[src/rtl/mse_error_accumulator.sv]
// Measures the error of a 16-bit approximate adder over a window of 2^LOG2N samples:
// sum of squared errors (scaled to a mean), largest |error| and count of wrong results.
module mse_error_accumulator #(
  parameter int LOG2N = 4
) (
  input  logic        clk,
  input  logic        rst_n,
  input  logic        start,
  input  logic        in_valid,
  output logic        in_ready,
  input  logic [15:0] IN1,
  input  logic [15:0] IN2,
  input  logic [16:0] APPROX,
  output logic [33:0] mse,
  output logic [16:0] max_abs_err,
  output logic [16:0] err_count,
  output logic        done,
  output logic [1:0]  state_dbg
);

  localparam int N = 1 << LOG2N;
  localparam int SUM_W = 34 + LOG2N;
  localparam logic [16:0] LAST = 17'(N - 1);

  typedef enum logic [1:0] {
    IDLE  = 2'd0,
    RUN   = 2'd1,
    DRAIN = 2'd2,
    DONE  = 2'd3
  } state_t;

  // Handshake: a sample is taken on a rising edge where in_valid && in_ready;
  // in_ready is high only in RUN and never depends on in_valid.

  state_t           state;
  logic [16:0]      cnt;
  logic             s1_v;
  logic [17:0]      s1_err;
  logic [SUM_W-1:0] sum;
  logic [16:0]      acc_max;
  logic [16:0]      acc_cnt;

  logic        accept;
  logic [16:0] exact;
  logic [17:0] neg_err;
  logic [16:0] abs_err;
  logic [33:0] sq_err;

  assign accept    = in_valid && in_ready;
  assign exact     = {1'b0, IN1} + {1'b0, IN2};
  assign neg_err   = -s1_err;
  // |err| never exceeds 2^17-1, so 17 bits hold it and 34 bits hold its square.
  assign abs_err   = s1_err[17] ? neg_err[16:0] : s1_err[16:0];
  assign sq_err    = {17'd0, abs_err} * {17'd0, abs_err};
  assign state_dbg = state;

  always_ff @(posedge clk or negedge rst_n) begin
    if (!rst_n) begin
      state       <= IDLE;
      in_ready    <= 1'b0;
      done        <= 1'b0;
      cnt         <= '0;
      s1_v        <= 1'b0;
      s1_err      <= '0;
      sum         <= '0;
      acc_max     <= '0;
      acc_cnt     <= '0;
      mse         <= '0;
      max_abs_err <= '0;
      err_count   <= '0;
    end else begin
      s1_v <= accept;
      if (accept) begin
        s1_err <= {1'b0, APPROX} - {1'b0, exact};
      end

      if (s1_v) begin
        sum <= sum + SUM_W'(sq_err);
        if (abs_err >= acc_max) begin
          acc_max <= abs_err;
        end
        if (s1_err != 18'd0) begin
          acc_cnt <= acc_cnt + 17'd1;
        end
      end

      case (state)
        IDLE, DONE: begin
          // The pipeline is empty here, so clearing cannot race an accumulation.
          if (start) begin
            state    <= RUN;
            in_ready <= 1'b1;
            done     <= 1'b0;
            cnt      <= '0;
            sum      <= '0;
            acc_max  <= '0;
            acc_cnt  <= '0;
          end
        end
        RUN: begin
          if (accept) begin
            cnt <= cnt + 17'd1;
            if (cnt == LAST) begin
              state    <= DRAIN;
              in_ready <= 1'b0;
            end
          end
        end
        DRAIN: begin
          // Stage 1 empty means the last sample has already been folded in.
          if (!s1_v) begin
            state       <= DONE;
            done        <= 1'b1;
            mse         <= sum[SUM_W-1:LOG2N];
            max_abs_err <= acc_max;
            err_count   <= acc_cnt;
          end
        end
        default: state <= IDLE;
      endcase
    end
  end

endmodule

[config.mk]
export PLATFORM = sky130hd
export DESIGN_NAME = mse_error_accumulator
export DESIGN_NICKNAME = d
export VERILOG_FILES = /design/src/rtl/mse_error_accumulator.sv
export SDC_FILE = /design/constraint.sdc
export NUM_CORES = 1
export LEC_CHECK = 0
export ABC_CLOCK_PERIOD_IN_PS = 8200
export BUFFER_PORTS_ARGS = -buffer_cell sky130_fd_sc_hd__buf_2
export CAP_MARGIN = 20
export CORE_MARGIN = 2
export CORE_UTILIZATION = 40
export CTS_CLUSTER_SIZE = 40
export DETAILED_ROUTE_END_ITERATION = 10
export GPL_TIMING_DRIVEN = 1
export PLACE_DENSITY = 0.63
export SYNTH_ARGS = -nofsm -noshare
export SYNTH_HDL_FRONTEND = slang
export SYNTH_SLANG_ARGS = --single-unit
[constraint.sdc]
create_clock -name clk -period 8.2 [get_ports clk]
set_clock_uncertainty 0.05 [all_clocks]
set_input_delay 0.82 -clock clk [delete_from_list [all_inputs] [get_ports clk]]
set_output_delay 0.82 -clock clk [all_outputs]
set_load 0.01 [all_outputs]
### Word-level counts from Yosys, hierarchy flattened

Cells that the tools add are included.

* eq/ne operators: 8
* add/sub/neg operators: 6
* multiplexer cells: 27
* reduce and logical (&&, ||, !) cells: 11
* magnitude comparators: 1
* multiply operators: 1
* bitwise operators: 1

Operators with widths (count)
* 17-bit 2-to-1 mux: 11
* 38-bit 2-to-1 mux: 3
* 38-bit by 34-bit adder with 38-bit output: 1
* 17-bit by 1-bit adder with 17-bit output, second input constant: 2
* 17-bit by 17-bit multiplier with 34-bit output: 1
* 17-bit case mux with 2 select lines: 1
* 18-bit nonzero test: 1
* 17-bit by 17-bit subtractor with 18-bit output: 1
* 16-bit by 16-bit adder with 17-bit output: 1
* 17-bit by 4-bit == test with 1-bit output, second input constant: 1
* 17-bit greater-or-equal comparator: 1
* 17-bit negator: 1
* 2-bit 2-to-1 mux: 4
* 2-bit != test, second input constant: 4
* 4-bit AND reduction: 2
* 2-bit case mux with 3 select lines: 1
* 3-bit AND reduction: 2
* 1-bit 2-to-1 mux: 5
* 2-bit == test, second input constant: 2
* 1-bit case mux with 2 select lines: 2
* 2-bit nonzero test: 2
* 2-bit by 1-bit == test with 1-bit output, second input constant: 1
* 2-bit zero test: 1
* 2-bit AND reduction: 1
* other kinds (3): 3

* bits in registers: 180
* input port bits: 53
* word-level logic and storage cells: 67
* output and inout port bits: 72

### Logic depth before layout (Yosys ltp)

Gate-level depths: netlist of the first run.

* depth after elaboration: 7
* mapped depth: 29
* depth with buffers taken out: 28

### Least setup slack after synthesis of the first run

Ideal clock, no wire load.

* path kind: reg-to-reg
* start: reg s1_err[0]
* end: reg sum[30]
* stages on the path, launching flop included: 29
* data arrival time: 6.995 ns
* required time: 8.063 ns
* setup slack: 1.069 ns
* period minus slack after synthesis: 7.131 ns
* path buffers: 1
* library setup time: 0.087 ns
* path through: dfrtp_1 > clkinv_1 > ha_1 > nor2b_1 > nand4b_2 > nand2_1 > xor2_1 > inv_1 > clkbuf_1 > nand2_1 > fa_1 > inv_1 > fa_1 > inv_1 > fa_1 > inv_1 > fa_1 > fa_1 > inv_1 > fa_1 > inv_1 > ha_1 > and2_1 > nand3_1 > or3_1 > a211oi_1 > o2111a_1 > mux2_2 > o211ai_1

* longest elaborated chain between the ends: 7

Ends and longest elaborated chain
* start: declaration: RTL line 38 `logic [17:0] s1_err;`
* start signal: assignment: RTL line 74 `s1_err <= {1'b0, APPROX} - {1'b0, exact};`
* 17-bit negator: RTL line 51 `assign neg_err = -s1_err;`
* 17-bit 2-to-1 mux *: RTL line 53 `assign abs_err = s1_err[17] ? neg_err[16:0] : s1_err[16:0];`
* 17-bit by 17-bit multiplier with 34-bit output *: RTL line 54 `assign sq_err = {17'd0, abs_err} * {17'd0, abs_err};`
* 38-bit by 34-bit adder with 38-bit output *: RTL line 78 `sum <= sum + SUM_W'(sq_err);`
* 38-bit 2-to-1 mux *: RTL line 77 `if (s1_v) begin`
* 38-bit 2-to-1 mux: RTL line 90 `if (start) begin`
* 38-bit 2-to-1 mux *: RTL line 87 `case (state)`
* end signal: assignment: RTL line 78
* end: declaration: RTL line 39 `logic [SUM_W-1:0] sum;`

Every way passes the cells marked *; elsewhere a longest branch is shown, timed or not.
A chain may end at the register's enable or synchronous reset.

### Worst setup path in the final report of the first run

* start: reg s1_err[5]
* end: reg sum[23]

The elaborated chain is that of the path after synthesis.

==> metrics.txt, run 1 <==
detailed-route via count 14,500; setup_tns 0 ns; via density per instance 5.21; Post-DP HPWL 39,300 microns; initial DRC count 1,010; Yosys cell types 77; Seq/Total Area, Yosys 0.239; residual overflow from global routing 0; Total Routing Usage GR 0.210; Die W 221 microns; clk sink count 180; Max Buffers Root-to-Sink 2; CP dominant cell by count fa_1; first-pass GRT wire length 81,100 microns; largest net degree at the start of global routing 110; Placeable Area 46,600 sq um; CP required 8.46 ns; asr flop ratio synth 1.00; final WL 49,400 microns; Synth-to-Final Area Change 10.7%; CTS tree built; Post-Syn Area 18,800 sq um; RSZ-0062 raised after global routing no; CP max-delay cell fa_1; diode count 0; layout filler cell count 4,508; max-cap violation count 0; CTS root buf clkbuf_16; Sequential Area 4510 sq um; layout cells sized above 1 0.117; Syn. warnings 0; drt pass-1 iters 5; Largest delay share family, worst path adder cells; Worst R2R Setup Slack 0.49 ns; slew margin rel. 0.251; area of the multi-input gates 12,300 sq um; final hold vios 0; Final setup viols 0; Buf/Inv on CP 6; FMAX 130 MHz; syn_nets 2,506; Synth Flop Type dfrtp_1; Arr. time, crit path 7.97 ns; Synth Area per Inst 9.13 sq um; Num CTS Buffers 17; crit end category flip-flop; Tcrit/Tclk final 0.941; vias in the first global route 15,100; # IOs 125; Core Rows 79; Syn Inst Count 2,064; Pins Over Slew Limit 0; Worst Hold Class in2async; status complete, no violations; worst-path fanout max 15; drt wl/cell 17.7 microns; GP Congestion 0.989; synthesized flop and latch total 180; # nets final 2,614; die area 48,900 sq um; Initial Utilization 0.405; CP max stage delay 0.56 ns; post-layout minimum cycle time 7.71 ns; crit path kind reg2reg; CTS H-tree lvls 4; initial antenna violation count 0; nature of the critical path startpoint flip-flop; Final ANT Viol Nets 0; Die H 221 microns; Port Buffer Count 124; Clock Latency Late Sink 0.47 ns; drc violations 0; Slew @ Worst Pin 1.10 ns; Post-synth EDFFs 0; clock-pin slew of the registers on the worst-case setup and hold paths 0.08 ns
==> through the flow <==
| step | hold slack (ns) | cells | util | instance area (sq um) | setup WS [ns] |
|---|---|---|---|---|---|
| 2_1_floorplan | 0.410 | 2064 | - | 18800 | 1.07 |
| 3_3_place_gp | 0.411 | 2759 | 0.434 | 20200 | 0.260 |
| 3_5_place_dp | 0.415 | 2759 | 0.434 | 20200 | 0.112 |
| 4_1_cts | 0.432 | 2791 | 0.448 | 20900 | 0.0383 |
| 5_1_grt | 0.459 | 2792 | 0.448 | 20900 | 0.0507 |
| 6_report | 0.395 | 2792 | 0.448 | 20900 | 0.487 |
==> cells in the mapped netlist, types with 4 or more instances <==
cell	instances	area, sq um
a211oi_1	14	105
a21boi_0	4	30.0
a21o_1	26	195
a21oi_1	66	330
a31oi_1	7	43.8
a41o_1	4	40.0
and2_1	6	37.5
and3_1	10	62.6
and4_1	5	43.8
buf_1	8	30.0
buf_2	8	40.0
clkbuf_1	51	191
clkinv_1	4	15.0
dfrtp_1	180	4500
fa_1	241	4820
ha_1	148	1850
inv_1	452	1700
inv_2	6	22.5
mux2_2	37	417
mux2i_1	31	310
nand2_1	231	867
nand2b_1	8	50.1
nand3_1	37	185
nand4_1	18	113
nor2_1	139	522
nor2b_1	7	43.8
nor3_1	21	105
nor3b_1	9	67.6
nor4_1	5	31.3
o2111ai_1	5	43.8
o211ai_1	9	67.6
o21a_1	12	90.1
o21ai_0	98	490
o21bai_1	6	45.0
o31ai_1	10	75.1
or3_1	15	93.8
xnor2_1	28	245
xor2_1	42	368
==> cell type report <==
class,instances,share of cell area
Multi-Input combinational cell,1352,0.591
Timing Repair Buffer,159,0.0427
Clock buffer,17,0.0204
Sequential cell,180,0.216
Tap cell,607,0.0364
Inverter,462,0.0831
Clock inverter,15,0.0101
==> registers in the layout (all words and copies together) (netlist names), 2 cells and up <==
signal / count
state_dbg: 2
acc_max: 17
s1_err: 18
cnt: 17
mse: 34
max_abs_err: 17
acc_cnt: 17
sum: 38
err_count: 17
==> placed cells by master (no fill, tap or decap), types with 41 or more instances in the layout <==
cell	synthesis	final
nor2_1	139	139
o21ai_0	98	97
buf_2	8	123
ha_1	148	148
dfrtp_1	180	179
fa_1	241	241
inv_1	452	452
a21oi_1	66	66
nand2_1	231	229
xor2_1	42	41
==> path summary, 6_finish.rpt <==
| path | start | end | cells past startpoint |
|---|---|---|---|
| worst max register to register | s1_err[5]$_DFFE_PN0P_ | sum[23]$_DFF_PN0_ | 25 |
| min in group clk | max_abs_err[11]$_DFFE_PN0P_ | max_abs_err[11]$_DFFE_PN0P_ | 2 |
| max in group asynchronous | rst_n | acc_max[10]$_DFF_PN0_ | 2 |
| worst min-delay path | rst_n | cnt[1]$_DFFE_PN0P_ | 1 |
| worst max-delay path | s1_err[5]$_DFFE_PN0P_ | sum[23]$_DFF_PN0_ | 25 |
| worst min register to register | max_abs_err[11]$_DFFE_PN0P_ | max_abs_err[11]$_DFFE_PN0P_ | 2 |
==> metal layers <==
| layer | wire (microns) | global-route usage |
|---|---|---|
| met4 | 1670 | 0.0870 |
| met5 | 0 | 0 |
| met2 | 22800 | 0.335 |
| met3 | 3240 | 0.0328 |
| met1 | 21700 | 0.287 |
==> kinds of logic after synthesis <==
family	after synthesis	share of synthesized area
flip-flops	180	0.239
adder cells (fa/ha/maj)	389	0.354
multiplexers	68	0.0386
buffers and inverters	532	0.107
XOR/XNOR	71	0.0334
AO/OA/AOI/OAI	296	0.100
AND/OR/NAND/NOR	528	0.127
==> timing repair <==
action | 4_1_cts | 5_1_grt
setup buffers | 0 | 1
hold buffers | 0 | 0
hold endpoints to repair | 0 | 0
gates resized for setup | 0 | 3
setup endpoints to repair | 0 | 16
Power of run 1 is not shown: default switching activity piles up to over one toggle a cycle in this logic, so the estimate is an artifact.
==> run 2: changes to the inputs <==
--- a/config.mk
+++ b/config.mk
@@ -8,12 +8,14 @@
 export ABC_CLOCK_PERIOD_IN_PS = 8200
 export BUFFER_PORTS_ARGS = -buffer_cell sky130_fd_sc_hd__buf_2
 export CAP_MARGIN = 20
+export CORE_ASPECT_RATIO = 0.9
 export CORE_MARGIN = 2
 export CORE_UTILIZATION = 40
 export CTS_CLUSTER_SIZE = 40
 export DETAILED_ROUTE_END_ITERATION = 10
 export GPL_TIMING_DRIVEN = 1
 export PLACE_DENSITY = 0.63
+export RECOVER_POWER = 25
 export SYNTH_ARGS = -nofsm -noshare
 export SYNTH_HDL_FRONTEND = slang
 export SYNTH_SLANG_ARGS = --single-unit
==> metrics.txt, run 2 (synthesis gave the netlist of run 1 again) <==
status complete, but fails checks; failing checks max-capacitance violations, max-slew violations; Slew @ Worst Pin 3.70 ns; max-cap violation count 2; initial DRC count 1,052; max reg flops 38; residual overflow from global routing 0; largest net degree at the start of global routing 80; Initial Utilization 0.405; Buf/Inv on CP 8; CP max-delay cell fa_1; final core utilization 0.448; biggest regs sum (38), mse (34), s1_err (18); vias in the first global route 14,800; Synth-to-Final Area Change 10.7%; worst-path fanout max 10; Num CTS Buffers 17; Clock Latency Late Sink 0.46 ns; Total Routing Usage GR 0.206; final hold vios 0; crit path kind reg2reg; CTS tree built; Crit Reg-Reg Endpoint sum[35]$_DFF_PN0_; CP max stage delay 0.53 ns; clock-pin slew of the registers on the worst-case setup and hold paths 0.08 ns; CTS root buf clkbuf_16; clk sink count 180; Placeable Area 46,500 sq um; crit end category flip-flop; Worst R2R Setup Slack 0.47 ns; post-layout minimum cycle time 7.73 ns; via density per instance 5.12; first-pass GRT wire length 78,500 microns; die area 48,900 sq um; Largest delay share family, worst path adder cells; Max Buffers Root-to-Sink 2; Core Rows 75; CTS H-tree lvls 4; Final setup viols 0; most common cell after layout, fill and taps aside inv_1; Post-DP HPWL 38,200 microns; worst r2r path cells 27; Die H 210 microns; layout cells sized above 1 0.119; most frequent cells in the layout 451 x inv_1, 241 x fa_1, 229 x nand2_1; Pins Over Slew Limit 125; GP Congestion 0.901; drt pass-1 iters 5; Arr. time, crit path 8.00 ns; # IOs 125; CP dominant cell by count fa_1; Die W 233 microns; worst r2r src s1_err[6]$_DFFE_PN0P_; nature of the critical path startpoint flip-flop; Hold Crit Depth 2; setup_tns 0 ns; FMAX 129 MHz; WHS Endpoint max_abs_err[12]$_DFFE_PN0P_; RSZ-0062 raised after global routing no; # nets final 2,621; initial antenna violation count 1; drt wl/cell 17.1 microns; CP required 8.47 ns; Port Buffer Count 124; drc violations 0; diode count 0; Worst Hold Class reg2reg; Hold Crit Start max_abs_err[12]$_DFFE_PN0P_; final WL 48,100 microns; Final ANT Viol Nets 0; Tcrit/Tclk final 0.942; slew margin rel. -1.47; largest reg by FF count sum; detailed-route via count 14,400
[run 2: changes by cell type in the layout (fill, tap and decap cells not counted), moves of 2 or more]
| cell | previous run | this run |
|---|---|---|
| clkinv_8 | 4 | 1 |
| clkbuf_1 | 0 | 3 |
| inv_8 | 5 | 3 |
| inv_6 | 2 | 8 |
| buf_4 | 35 | 40 |
| bufinv_16 | 2 | 0 |
[run 2: what timing repair did]
item                                   4_1_cts  5_1_grt
hold buffers                                 0        0
setup buffers                                0        4
setup endpoints to repair                    0       10
endpoints found under the hold margin        0        0
gates resized for setup                      0        4
[run 2: how the worst max path moves through the flow]
stage	end	cells past startpoint	from
6_report	sum[35]$_DFF_PN0_	27	s1_err[6]$_DFFE_PN0P_
5_1_grt	sum[35]$_DFF_PN0_	28	s1_err[1]$_DFFE_PN0P_
4_1_cts	sum[28]$_DFF_PN0_	25	s1_err[6]$_DFFE_PN0P_
3_5_place_dp	sum[28]$_DFF_PN0_	25	s1_err[6]$_DFFE_PN0P_
3_3_place_gp	sum[28]$_DFF_PN0_	25	s1_err[6]$_DFFE_PN0P_
2_1_floorplan	sum[30]$_DFF_PN0_	28	s1_err[0]$_DFFE_PN0P_
[run 2: worst register-to-register path, stage by stage (launching register included)]
cell and delay [ns]:
dfrtp_1 0.43, nor4_4 0.42, nand2_1 0.14, o31ai_1 0.36
xor2_2 0.11, buf_4 0.19, inv_2 0.23, buf_4 0.26
nand2_1 0.14, fa_1 0.53, inv_1 0.06, fa_1 0.53
inv_1 0.05, fa_1 0.47, inv_1 0.05, fa_1 0.45
fa_1 0.49, inv_1 0.05, fa_1 0.48, inv_1 0.04
ha_1 0.36, nand2_1 0.11, o21ai_1 0.27, nor2_1 0.07
o41a_1 0.38, a31oi_2 0.37, nand4_1 0.17, o311ai_0 0.37
[run 2: final cells by class]
cell class              instances  area (sq um)
clock buffers                  19           453
clock inverters                13           128
fillers                      4508         25700
inverters                     462          1740
multi-input cells            1352         12300
flip-flops and latches        180          4510
well taps                     616           771
repair buffers                166           927
[run 2: stage by stage]
stage / worst slack, ns / cell area [sq um] / cells / hold slack (ns)
2_1_floorplan: 1.07 / 18800 / 2064 / 0.410
3_3_place_gp: 0.241 / 20300 / 2772 / 0.409
3_5_place_dp: 0.237 / 20300 / 2772 / 0.415
4_1_cts: 0.180 / 20800 / 2804 / 0.312
5_1_grt: 0.0275 / 20900 / 2808 / 0.457
6_report: 0.473 / 20900 / 2808 / 0.425
[run 2: routing by layer]
| metal | global-route usage | share of wire | wire (microns) | up-vias |
|---|---|---|---|---|
| met5 | 0 | 0 | 0 | - |
| met4 | 0.0501 | 0.020 | 946 | 0 |
| met3 | 0.0446 | 0.069 | 3320 | 61 |
| met2 | 0.333 | 0.47 | 22600 | 391 |
| met1 | 0.283 | 0.44 | 21300 | 7181 |
| li1 | - | - | - | 6755 |
Power of run 2 is left out for the same reason.
==> run 3: changes to the inputs <==
--- a/config.mk
+++ b/config.mk
@@ -5,16 +5,16 @@
 export SDC_FILE = /design/constraint.sdc
 export NUM_CORES = 1
 export LEC_CHECK = 0
-export ABC_CLOCK_PERIOD_IN_PS = 8200
-export BUFFER_PORTS_ARGS = -buffer_cell sky130_fd_sc_hd__buf_2
+export ABC_CLOCK_PERIOD_IN_PS = 6400
 export CAP_MARGIN = 20
 export CORE_ASPECT_RATIO = 0.9
 export CORE_MARGIN = 2
 export CORE_UTILIZATION = 40
 export CTS_CLUSTER_SIZE = 40
 export DETAILED_ROUTE_END_ITERATION = 10
+export DONT_BUFFER_PORTS = 1
 export GPL_TIMING_DRIVEN = 1
-export PLACE_DENSITY = 0.63
+export PLACE_DENSITY = 0.62
 export RECOVER_POWER = 25
 export SYNTH_ARGS = -nofsm -noshare
 export SYNTH_HDL_FRONTEND = slang
==> constraint.sdc (replaced) <==
create_clock -name clk -period 6.4 [get_ports clk]
set_clock_uncertainty 0.05 [all_clocks]
set_input_delay 0.64 -clock clk [delete_from_list [all_inputs] [get_ports clk]]
set_output_delay 0.64 -clock clk [all_outputs]
set_load 0.01 [all_outputs]
==> metrics.txt, run 3 (synthesis gave the netlist of run 1 again) <==
status complete, but fails checks; failing checks max-capacitance violations, max-slew violations, negative setup slack; FMAX 143 MHz; fin worst setup slack -0.617 ns; via density per instance 5.18; Buf/Inv on CP 7; slew margin rel. -2.16; biggest regs sum (38), mse (34), s1_err (18); Initial Utilization 0.405; met2 Use GR 0.378; Num CTS Buffers 17; CP dominant cell by count fa_1; clk sink count 180; Worst Hold Class in2reg; layout cells sized above 1 0.266; vias in the first global route 15,800; Placeable Area 46,500 sq um; Synth-to-Final Area Change 25.7%; # nets final 2,749; die area 48,900 sq um; Final setup viols 26; Core Rows 75; placed cells 2,849; CP required 6.76 ns; CTS H-tree lvls 4; # IOs 125; initial antenna violation count 0; max reg flops 38; final hold vios 0; CTS root buf clkbuf_16; most frequent cells in the layout 407 x inv_1, 245 x buf_4, 222 x fa_1; clock-pin slew of the registers on the worst-case setup and hold paths 0.10 ns; Levels on crit path 25; initial DRC count 1,098; CP max-delay cell fa_1; final WL 53,600 microns; Pins Over Slew Limit 181; Post-DP HPWL 41,600 microns; Hold Crit Depth 2; post-layout minimum cycle time 7.02 ns; Tcrit/Tclk final 1.10; Slew @ Worst Pin 4.75 ns; Most Crowded Layer GR met2; CP max stage delay 0.54 ns; RSZ-0062 raised after global routing yes; drc violations 0; diode count 0; drt wl/cell 18.3 microns; nature of the critical path startpoint flip-flop; Die W 233 microns; Die H 210 microns; crit end category flip-flop; max-cap violation count 1; Final ANT Viol Nets 0; Total Routing Usage GR 0.226; worst-path fanout max 8; setup_tns -11.20 ns; largest net degree at the start of global routing 181; most common cell after layout, fill and taps aside inv_1; Arr. time, crit path 7.38 ns; Port Buffer Count 0; detailed-route via count 15,200; residual overflow from global routing 0; non-filler cells, final 2,936; Clock Latency Late Sink 0.49 ns; first-pass GRT wire length 85,200 microns; crit path kind reg2reg; GP Congestion 0.955; M1 GR Usage 0.298; worst r2r path cells 25; Largest delay share family, worst path adder cells; largest reg by FF count sum; GRT met3 Usage 0.0396; Max Buffers Root-to-Sink 2; CTS tree built; layout filler cell count 4,255; drt pass-1 iters 5
==> run 3: through the flow <==
step	setup slack, ns	hold slack, ns	area, sq um	util
finish	-0.617	0.358	23700	0.509
global route	-0.865	0.357	23700	0.509
CTS	-0.605	0.206	22900	0.492
detailed placement	-0.898	0.298	21500	0.461
global placement	-0.803	0.299	21500	0.461
floorplan	-0.359	0.294	19200	-
==> run 3: worst register-to-register path, delay by kind of cell (launching register included) <==
kind,cells,cell delay (ns)
adders and majority gates,7,3.22
and+or+nand+nor,5,1.05
AOI/OAI and AO/OA,4,0.92
buffers and inverters,7,0.79
DFF,1,0.43
muxes,1,0.31
xor gates and xnor gates,1,0.19
==> run 3: layout make-up <==
class	count	area, sq um	share of cell area
multi-input combinational	1352	13600	0.572
sequential	180	4510	0.190
timing repair buffer	294	2460	0.104
inverter	462	1780	0.0750
tap	616	771	0.0325
clock buffer	17	425	0.0179
clock inverter	15	204	0.00860
==> run 3: timing repair <==
item	in CTS	in global routing
endpoints found under the setup margin	28	29
endpoints found under the hold margin	180	0
setup buffers	31	29
resized for setup	146	159
pin swaps	64	88
hold buffers	1	0
==> run 3: worst paths after layout <==
kind / start / endpoint / slack (ns)
hold reg to reg: sum[29]$_DFF_PN0_ / sum[29]$_DFF_PN0_ / 0.47
setup reg to reg: s1_err[3]$_DFFE_PN0P_ / sum[30]$_DFF_PN0_ / -0.62
max in group asynchronous: rst_n / s1_err[3]$_DFFE_PN0P_ / 1.60
min in group asynchronous: rst_n / cnt[0]$_DFFE_PN0P_ / 1.71
hold / removal: start / done$_DFFE_PN0P_ / 0.36
setup / recovery: s1_err[3]$_DFFE_PN0P_ / sum[30]$_DFF_PN0_ / -0.62
==> run 3: metal layers <==
layer | wire length (microns) | part of all wire
met4 | 1610 | 0.030
met2 | 26400 | 0.49
met1 | 22700 | 0.42
met3 | 2930 | 0.055
met5 | 0 | 0
Power of run 3 is left out for the same reason.
